===== config.mk =====
export PLATFORM = sky130hd
export DESIGN_NAME = tc_pl_cap_gain_sched
export DESIGN_NICKNAME = d
export VERILOG_FILES = /design/src/rtl/tc_pl_cap_gain_sched.sv
export SDC_FILE = /design/constraint.sdc
export NUM_CORES = 1
export LEC_CHECK = 0
export BUFFER_PORTS_ARGS = -buffer_cell sky130_fd_sc_hd__buf_2
export CAP_MARGIN = 20
export CORE_MARGIN = 8
export CORE_UTILIZATION = 42
export CTS_CLUSTER_DIAMETER = 50
export DETAILED_ROUTE_END_ITERATION = 6
export PLACE_DENSITY_LB_ADDON = 0.05
export SLEW_MARGIN = 15
export SYNTH_ARGS = -nofsm -noshare
export SYNTH_HDL_FRONTEND = slang
export SYNTH_SLANG_ARGS = --single-unit

===== constraint.sdc =====
create_clock -name clk -period 2.37 [get_ports clk]
set_clock_uncertainty 0.15 [all_clocks]
set_input_delay 0.1185 -clock clk [delete_from_list [all_inputs] [get_ports clk]]
set_output_delay 0.1185 -clock clk [all_outputs]
set_load 0.005 [all_outputs]

===== src/rtl/tc_pl_cap_gain_sched.sv =====
// Capture gain sequencer: arbitrates PS/PL gain requests and runs the controller handshake.
// Optional RUN-state timeout abort is built when TC_PL_CAP_GAIN_SCHED_TMO_EN is defined.
module tc_pl_cap_gain_sched #(
  parameter int CAP0_1 = 3,
  parameter int TMO_W  = 32
) (
  input  logic               clk,
  input  logic               rst,
  input  logic               req0,
  input  logic [CAP0_1-2:0]  req0_gain,
  output logic               ack0,
  input  logic               req1,
  input  logic [CAP0_1-2:0]  req1_gain,
  output logic               ack1,
  output logic               ack_err,
  output logic [CAP0_1-2:0]  gain_value,
  output logic               gain_en,
  input  logic               gain_cmpt,
  input  logic [TMO_W-1:0]   cap_gain_tmo,
  output logic [CAP0_1-2:0]  cur_gain,
  output logic               cur_valid,
  output logic               busy,
  output logic               tmo_err
);

  localparam int GW = CAP0_1 - 1;

  typedef enum logic [1:0] {
    IDLE,
    LOAD,
    RUN,
    DONE
  } state_t;

  state_t        state;
  logic          gid;
  logic [GW-1:0] gain_q;
  logic [GW-1:0] sel_gain;
  logic          skip;
  logic          tmo_hit;

  assign sel_gain = req0 ? req0_gain : req1_gain;
  assign skip     = cur_valid && (sel_gain == cur_gain);

`ifdef TC_PL_CAP_GAIN_SCHED_TMO_EN
  logic [TMO_W-1:0] cnt;

  assign tmo_hit = (cap_gain_tmo != '0) &&
                   (cnt == cap_gain_tmo - TMO_W'(1));

  always_ff @(posedge clk) begin
    if (rst) begin
      cnt     <= '0;
      tmo_err <= 1'b0;
      ack_err <= 1'b0;
    end else begin
      ack_err <= 1'b0;
      if (state == LOAD) begin
        cnt <= '0;
      end else if (state == RUN) begin
        cnt <= cnt + TMO_W'(1);
        if (!gain_cmpt && tmo_hit) begin
          tmo_err <= 1'b1;
          ack_err <= 1'b1;
        end
      end
    end
  end
`else
  logic unused_tmo;

  assign unused_tmo = ^cap_gain_tmo;
  assign tmo_hit    = 1'b0;
  assign tmo_err    = 1'b0;
  assign ack_err    = 1'b0;
`endif

  always_ff @(posedge clk) begin
    if (rst) begin
      state      <= IDLE;
      gid        <= 1'b0;
      gain_q     <= '0;
      gain_value <= '0;
      gain_en    <= 1'b0;
      cur_gain   <= '0;
      cur_valid  <= 1'b0;
      busy       <= 1'b0;
      ack0       <= 1'b0;
      ack1       <= 1'b0;
    end else begin
      ack0 <= 1'b0;
      ack1 <= 1'b0;
      case (state)
        IDLE: begin
          if (req0 || req1) begin
            gid    <= !req0;
            gain_q <= sel_gain;
            busy   <= 1'b1;
            if (skip) begin
              ack0  <= req0;
              ack1  <= !req0;
              state <= DONE;
            end else begin
              gain_value <= sel_gain;
              state      <= LOAD;
            end
          end
        end
        // gain_en held low one cycle so the controller's gain mux settles
        LOAD: begin
          gain_en <= 1'b1;
          state   <= RUN;
        end
        RUN: begin
          if (gain_cmpt) begin
            gain_en   <= 1'b0;
            cur_gain  <= gain_q;
            cur_valid <= 1'b1;
            ack0      <= !gid;
            ack1      <= gid;
            state     <= DONE;
          end else if (tmo_hit) begin
            gain_en   <= 1'b0;
            cur_valid <= 1'b0;
            ack0      <= !gid;
            ack1      <= gid;
            state     <= DONE;
          end
        end
        DONE: begin
          busy  <= 1'b0;
          state <= IDLE;
        end
        default: state <= IDLE;
      endcase
    end
  end

endmodule


After elaboration in Yosys (flattened, before gate mapping). Index checks and enable logic that the tools add are counted.

Equality and inequality tests: 6. Multiplexer cells: 17. Bitwise operators: 1. Reduce and logical (&&, ||, !) cells: 13.

Operators with widths (count): AND reduction 2 bit (5); two-way mux 1 bit (8); two-way mux 2 bit (4); one-hot mux 1 bit (2 select lines) (4); one-hot mux 2 bit (4 select lines) (1); == test 2 bit, second input constant (2); != test 2 bit, second input constant (2); nonzero test 2 bit (2); AND reduction 3 bit (1); == test 2 x 1 -> 1 bit, second input constant (1); == test 2 bit (1); zero test 1 bit (2); zero test 2 bit (1); logical AND 1 bit (1); logical OR 1 bit (1); inverter 1 bit (1).

Register bits after elaboration: 14. Input port bits: 41. Output and inout bits: 11. Logic and storage cells: 47.

Depth between registers and ports, before layout. Gate-level depths: netlist of the first run.

Depth after elaboration: 6. Mapped depth: 6.

Worst setup path after synthesis of the first run. OpenSTA, ideal clock, no wires.

Path kind: reg2reg. Start point: register state[0]. End point: register state[1]. Setup time: 0.091 ns. Data arrival time: 1.279 ns. Slack: 0.850 ns. Cell stages (with the launch flop): 6. Path buffers: 0. Period minus slack after synthesis: 1.520 ns. Cell sequence: dfxtp_1 -> inv_1 -> ha_1 -> inv_1 -> o32a_1 -> a311oi_1.

Longest elaborated chain between the ends: 3. Elaborated cells on any way between the ends: 8. Classes of those cells: eq/ne (5); mux (1); reduce/logical (2).

Ends and longest elaborated chain: start, declared (line 35) `state_t state;`; start signal, assigned (line 80) `state <= IDLE;`; start signal, assigned (line 102) `state <= DONE;`; start signal, assigned (line 105) `state <= LOAD;`; == test 2 bit / zero test 2 bit (equally long branches) (line 93) `case (state)`; != test 2 bit (no line); AND reduction 2 bit (no line).

Several ways; a longest one is shown, not always the timed one. A chain may end at the register's enable or synchronous reset.

Worst setup path in the final report of the first run. Same ends and word-level chain as after synthesis.

==> results.yml, run 1 <==
run_status:
  outcome: "finished, final reports clean"
route:
  antenna_left: 0
  first_pass_iters: 4
  via_count: 616
  wire_per_inst_um: 13.8
  drc: 0
  viasPerCell: 5.31
  drt_iter0_drc: 14
  wl_um: 1610
grt:
  grt_overflow: 0
  grt_max_degree: 14
  grt_pass1_vias: 612
  grt_usage: 0.104
  grt_pass1_wl_um: 2710
  grt_antenna_before_repair: 0
timing:
  rsz0062_at_grt: "no"
  slew_violations: 0
  fin_crit_sh: 0.717
  report.final.setup_viol: 0
  fmax_mhz: 588
  setup_ws_ns: 0.671
  finalSetupTns_ns: 0
  min_period_ns: 1.70
  hold_viol: 0
critical_path:
  crit_type: "register to register"
  r2r-start: "state[0]"
  cp_top_family: "compound AO/OA/AOI/OAI gates"
  startpoint: "state[0]"
  r2r_cells: 5
  crit_required_ns: 2.41
  crit_path_start_kind: "register"
  worstPathMaxFanout: 7
  cp_common_cell: "inv_1"
  cpPeakStageDelay_ns: 0.37
  crit_path_end_kind: "register"
  reg2reg_slack_ns: 0.67
  cp.arrival_ns: 1.74
  critPathBufInv: 2
  slowest_stage: "o32a_1"
  cp_cell_sequence: "inv_1, ha_1, inv_1, o32a_1, a311oi_1"
  r2r-end: "state[1]"
floorplan:
  die_y_um: 57.7
  fp.dieArea_um2: 3330
  io_pins: 52
  die_x_um: 57.7
  core_um2: 1690
  start_util: 0.433
  fp-row-count: 15
power_and_ir_drop:
  clkPwrFrac: 0.219
  swShare: 0.359
  internal_power_w: 0.000506
  combPwrFrac: 0.368
  p_leak_nw: 0.367
  ir_drop_v: 0.000351
  power_frac_seq: 0.413
  p_sw_w: 0.000283
  power.density_nw_per_um2: 930
placement:
  hpwlAfterDp_um: 1240
  place_ws_ns: 0.612
  port_buffers: 17
  place.gp.congestion: 0.829
cts:
  clock_latency_ns: 0.28
  cts.sinks: 14
  path_clk_slew_ns: 0.09
  clock_path_buffers: 2
  postCtsHoldBufs: 0
  cts_setup_buffers: 0
  cts_tree: "done"
  cts_resized: 0
  cts_max_level: 1
  cts-root-buf: "clkbuf_4"
  numCtsBuffers: 3
layout:
  antenna_cells: 0
  synthToLayoutAreaGrowth_pct: 15.9
  fin_nets: 145
  drive_gt1_frac: 0.283
  final_core_util: 0.502
hold_path:
  min_to: "cur_gain[0]"
  hp-start: "gain_cmpt"
  hold_path.class: "primary input to register"
  whs_path_depth: 3
yosys:
  ys_types: 31
  postSynthAreaPerCell_um2: 9.04
  ys_seq_elements: 14
  yosys_warnings: 0
  synthCells: 81
  ys_seq_area_frac: 0.383
  synth_area_um2: 732
flow_run:
  cap_violations: 0
## tightest hold or removal path, delay by kind of cell
| kind | cells | cell delay (ns) |
|---|---|---|
| compound gates | 1 | 0.05 |
| simple gates | 1 | 0.09 |
| buf+inv | 1 | 0.14 |
## through the flow
| step | total power, W | area, um2 | hold WS [ns] | std cells |
|---|---|---|---|---|
| 6_report | 0.000789 | 848 | 0.0150 | 116 |
| 5_1_grt | 0.000851 | 848 | 0.0271 | 116 |
| 4_1_cts | 0.000801 | 848 | 0.00643 | 116 |
| 3_5_place_dp | 0.000622 | 812 | 0.309 | 112 |
| 3_3_place_gp | 0.000619 | 812 | 0.303 | 112 |
| 2_1_floorplan | 0.000539 | 736 | 0.109 | 82 |
## sequential cells by signal, summed over array words and instances, names as in the netlist
register	flops
gain_q	2
ack1	1
busy	1
gid	1
cur_valid	1
state	2
gain_en	1
ack0	1
gain_value	2
cur_gain	2
## layout make-up
cell class	instances	area, um2
clock buffers	4	36.3
fillers	167	841
inverters	4	15.0
multi-input cells	60	410
flip-flops and latches	14	280
well taps	17	21.3
repair buffers	17	85.1
## metal layers
| layer | vias to the layer above | global-route usage | wire length [um] |
|---|---|---|---|
| met3 | 2 | 0.0287 | 71 |
| met4 | 0 | 0.0420 | 8 |
| met1 | 282 | 0.127 | 759 |
| met2 | 13 | 0.167 | 767 |
| met5 | - | 0 | 0 |
| li1 | 319 | - | - |
## cell usage in the layout (no fill, tap or decap), types with 2 or more instances in the layout
cell / instances
a21oi_1: 6
clkbuf_4: 3
conb_1: 2
mux2i_4: 2
nand2_1: 6
a211oi_1: 3
buf_2: 17
ha_1: 4
inv_1: 4
nor2_1: 14
dfxtp_1: 14
nand3_1: 5
## worst max-delay path by stage
| stage | endpoint | cells after the start |
|---|---|---|
| global route | state[1] | 5 |
| finish | state[1] | 5 |
| floorplan | state[1] | 5 |
| detailed placement | gain_value[1] | 5 |
| CTS | state[1] | 5 |
| global placement | gain_value[1] | 5 |
## power groups by stage
| stage | sequential, W | combinational [W] | clock [W] |
|---|---|---|---|
| 2_1_floorplan | 0.000328 | 0.000212 | 0 |
| 3_3_place_gp | 0.000329 | 0.000289 | 0 |
| 3_5_place_dp | 0.000331 | 0.000291 | 0 |
| 4_1_cts | 0.000327 | 0.000292 | 0.000182 |
| 5_1_grt | 0.000333 | 0.000328 | 0.000190 |
| 6_report | 0.000326 | 0.000290 | 0.000173 |
## Yosys cell counts
cell type,count,area share
a41oi_1,1,0.012
o31ai_1,1,0.010
nand3b_1,1,0.010
a21oi_1,6,0.041
o21a_2,1,0.012
nand2_1,6,0.031
clkbuf_1,1,0.0051
a31oi_1,1,0.0086
mux2_4,1,0.021
conb_1,1,0.0051
a21oi_2,1,0.012
xor2_2,1,0.022
nor2b_1,1,0.0086
mux2i_4,2,0.062
o21ai_1,1,0.0068
o32a_1,1,0.014
dfxtp_1,14,0.38
ha_1,4,0.068
buf_6,1,0.015
nand3_1,5,0.034
nor3_1,1,0.0068
or3_1,1,0.0086
nor2_1,14,0.072
mux2i_2,1,0.019
a22oi_1,1,0.010
a311oi_1,1,0.012
a211oi_1,3,0.031
o21bai_1,1,0.010
nand2b_1,1,0.0086
buf_4,2,0.021
inv_1,4,0.021
## kinds of logic after synthesis
kind of cell,count (synthesis),synth area share
other cells,1,0.00512
mux,4,0.101
compound gates,19,0.180
xor+xnor,1,0.0222
flops,14,0.383
buf+inv,8,0.0615
fa+ha+maj,4,0.0684
simple gates,30,0.179
(Power assumes the default switching activity.)
==> inputs of run 2 (changes only) <==
ABC_AREA = 1   (was default)
CORE_UTILIZATION = 34   (was 42)
clock period = 1.5 ns   (was 2.37 ns; I/O delays follow)
==> run 2 against run 1 <==
  * Register-to-register slack lost 0.55 ns
  * Sequential share of layout area down 3.0 points
  * Flip-flop and latch count did not move
  * Core utilization shrank 1.7 points
  * First-iteration DRC count down 64%
  * Critical path type is now primary input to register
  * Largest cell class unchanged
==> results.yml, run 2 <==
layout:
  antenna_cells: 0
  drive_gt1_frac: 0.333
  synthToLayoutAreaGrowth_pct: 36.2
  fin_nets: 169
  final_common_cell: "buf_2"
  layoutNonFillerInstCount: 150
  final_cell_mix: "buf_2 (16), nand2_1 (15), dfxtp_1 (14)"
  stdcell_area_um2: 932
yosys:
  synth_area_leader_cell: "dfxtp_1"
  synth_flop_cell: "dfxtp_1"
  synth_area_leaders: "dfxtp_1 (41%), nand2_1 (9.3%), a21oi_1 (7.3%), ha_1 (7.3%), inv_1 (6.6%)"
  synthCells: 94
  async_reset_ff_frac: 0
  ys_types: 17
  yosys_warnings: 0
  synth_common_cells: "nand2_1 (17), dfxtp_1 (14), inv_1 (12)"
  synth_fa_ha_area_frac: 0.0731
  synth_edf_count: 0
  synth_compound_area_frac: 0.144
  synth_top_cell_area_share: 0.410
  ys_seq_area_frac: 0.410
  synth_most_common_cell: "nand2_1"
  synth_top_family_by_area: "simple AND/OR/NAND/NOR gates"
  synth_mux_area_frac: 0
  yosys.area_share.simple: 0.274
  ys_seq_elements: 14
  postSynthAreaPerCell_um2: 7.28
  synth_xor_area_frac: 0
  synth_area_um2: 684
floorplan:
  core_um2: 1920
  fp.dieArea_um2: 3700
  fp-row-count: 16
  die_y_um: 60.9
  io_pins: 52
  start_util: 0.356
  die_x_um: 60.9
critical_path:
  crit_required_ns: 1.53
  cp.arrival_ns: 1.43
  crit_type: "primary input to register"
  crit_path_end_kind: "register"
  crit_path_start_kind: "primary input"
  r2r_cells: 7
  worstPathMaxFanout: 6
cts:
  numCtsBuffers: 3
  clock_path_buffers: 2
  cts_max_level: 1
  cts-root-buf: "clkbuf_4"
  cts.sinks: 14
  cts_tree: "done"
  path_clk_slew_ns: 0.09
  clock_latency_ns: 0.28
route:
  wire_per_inst_um: 10.5
  dr_wl_met3_um: 104
  via_count: 662
  routed.top_layer: "met4"
  first_pass_iters: 4
  drc: 0
  wl_um: 1570
  viasPerCell: 4.41
  wl_met2_um: 667
  antenna_left: 0
  drt_iter0_drc: 5
  wl_met1_um: 785
run_status:
  outcome: "finished, final reports clean"
power_and_ir_drop:
  swShare: 0.344
  p_sw_w: 0.000443
  p_leak_nw: 0.453
  combPwrFrac: 0.393
  power.density_nw_per_um2: 1380
  clkPwrFrac: 0.210
  ir_drop_v: 0.000991
  internal_power_w: 0.000843
  power_frac_seq: 0.397
hold_path:
  hold_path.class: "primary input to register"
  whs_path_depth: 4
grt:
  grt_overflow: 0
  grt_pass1_vias: 608
  grt_antenna_before_repair: 0
  grt_usage: 0.0955
  grt_max_degree: 9
  grt_pass1_wl_um: 2640
placement:
  placed_cells: 143
  hpwlAfterDp_um: 1200
  place_area_um2: 837
  place.gp.congestion: 0.843
  port_buffers: 17
  place_ws_ns: 0.108
timing:
  hold_viol: 0
  holdWs_ns: 0.0267
  min_period_ns: 1.40
  report.final.setup_viol: 0
  fmax_mhz: 717
  slew_violations: 0
  finalSetupTns_ns: 0
  fin_crit_sh: 0.930
  setup_ws_ns: 0.105
  rsz0062_at_grt: "no"
flow_run:
  cap_violations: 0
[run 2: changes by cell type in the layout (fill, tap and decap cells not counted), sizes merged, moves of 2 or more]
| cell | previous run | this run |
|---|---|---|
| a211oi | 3 | 0 |
| a21oi | 7 | 10 |
| buf | 17 | 23 |
| dlygate4sd3 | 0 | 3 |
| inv | 4 | 13 |
| mux2i | 3 | 0 |
| nand2 | 6 | 21 |
| nor2 | 14 | 12 |
| o21ai | 1 | 8 |
[run 2: cell families (layout without fill, tap and decap cells)]
group           after synthesis  after routing
simple gates                 41             41
other cells                   1              2
compound gates               19             19
flops                        14             14
fa+ha+maj                     4              4
buf+inv                      15             43
[run 2: area by class of cell]
type                            instances  area, um2
Sequential cell                        14        280
Multi-Input combinational cell         66        364
Clock buffer                            4       36.3
Tap cell                               27       33.8
Inverter                               13       51.3
Fill cell                             202        990
Timing Repair Buffer                   26        166
[run 2: routing by layer]
layer  vias to the layer above  GRT usage
li1                        355          -
met1                       289      0.126
met2                        16      0.133
met3                         2     0.0381
met4                         0     0.0399
met5                         -          0
[run 2: final timing paths]
path,startpoint,endpoint,slack [ns]
setup / recovery,req0,gain_value[1],0.10
hold / removal,gain_cmpt,gain_en,0.03
setup reg to reg,state[1],gain_value[1],0.12
hold reg to reg,gain_value[1],gain_value[1],0.32
[run 2: power groups by stage]
| stage | Combinational [W] | Sequential [W] | Clock [W] |
|---|---|---|---|
| 5_1_grt | 0.000574 | 0.000526 | 0.000300 |
| 2_1_floorplan | 0.000269 | 0.000521 | 0 |
| 3_3_place_gp | 0.000477 | 0.000516 | 0 |
| 6_report | 0.000505 | 0.000510 | 0.000270 |
| 3_5_place_dp | 0.000474 | 0.000518 | 0 |
| 4_1_cts | 0.000485 | 0.000510 | 0.000281 |
[run 2: repair_timing]
action                                  4_1_cts  5_1_grt
resized for setup                             0       11
setup buffers                                 0        0
hold buffers                                  3        0
endpoints found under the setup margin        0        6
endpoints found under the hold margin         7        0
[run 2: through the flow]
| step | util | power (W) |
|---|---|---|
| 3_5_place_dp | 0.436 | 0.000992 |
| 6_report | 0.485 | 0.00129 |
| 5_1_grt | 0.485 | 0.00140 |
| 4_1_cts | 0.470 | 0.00128 |
| 2_1_floorplan | - | 0.000790 |
| 3_3_place_gp | 0.436 | 0.000993 |
[run 2: critical path: stages]
cell and delay [ns]:
dlygate4sd3_1 0.55, buf_6 0.14, inv_4 0.07, nand2_2 0.06, nand3_1 0.08, nand3_2 0.10
nor2_4 0.15, nor2_2 0.05, nor2_1 0.10, nor2_1 0.04
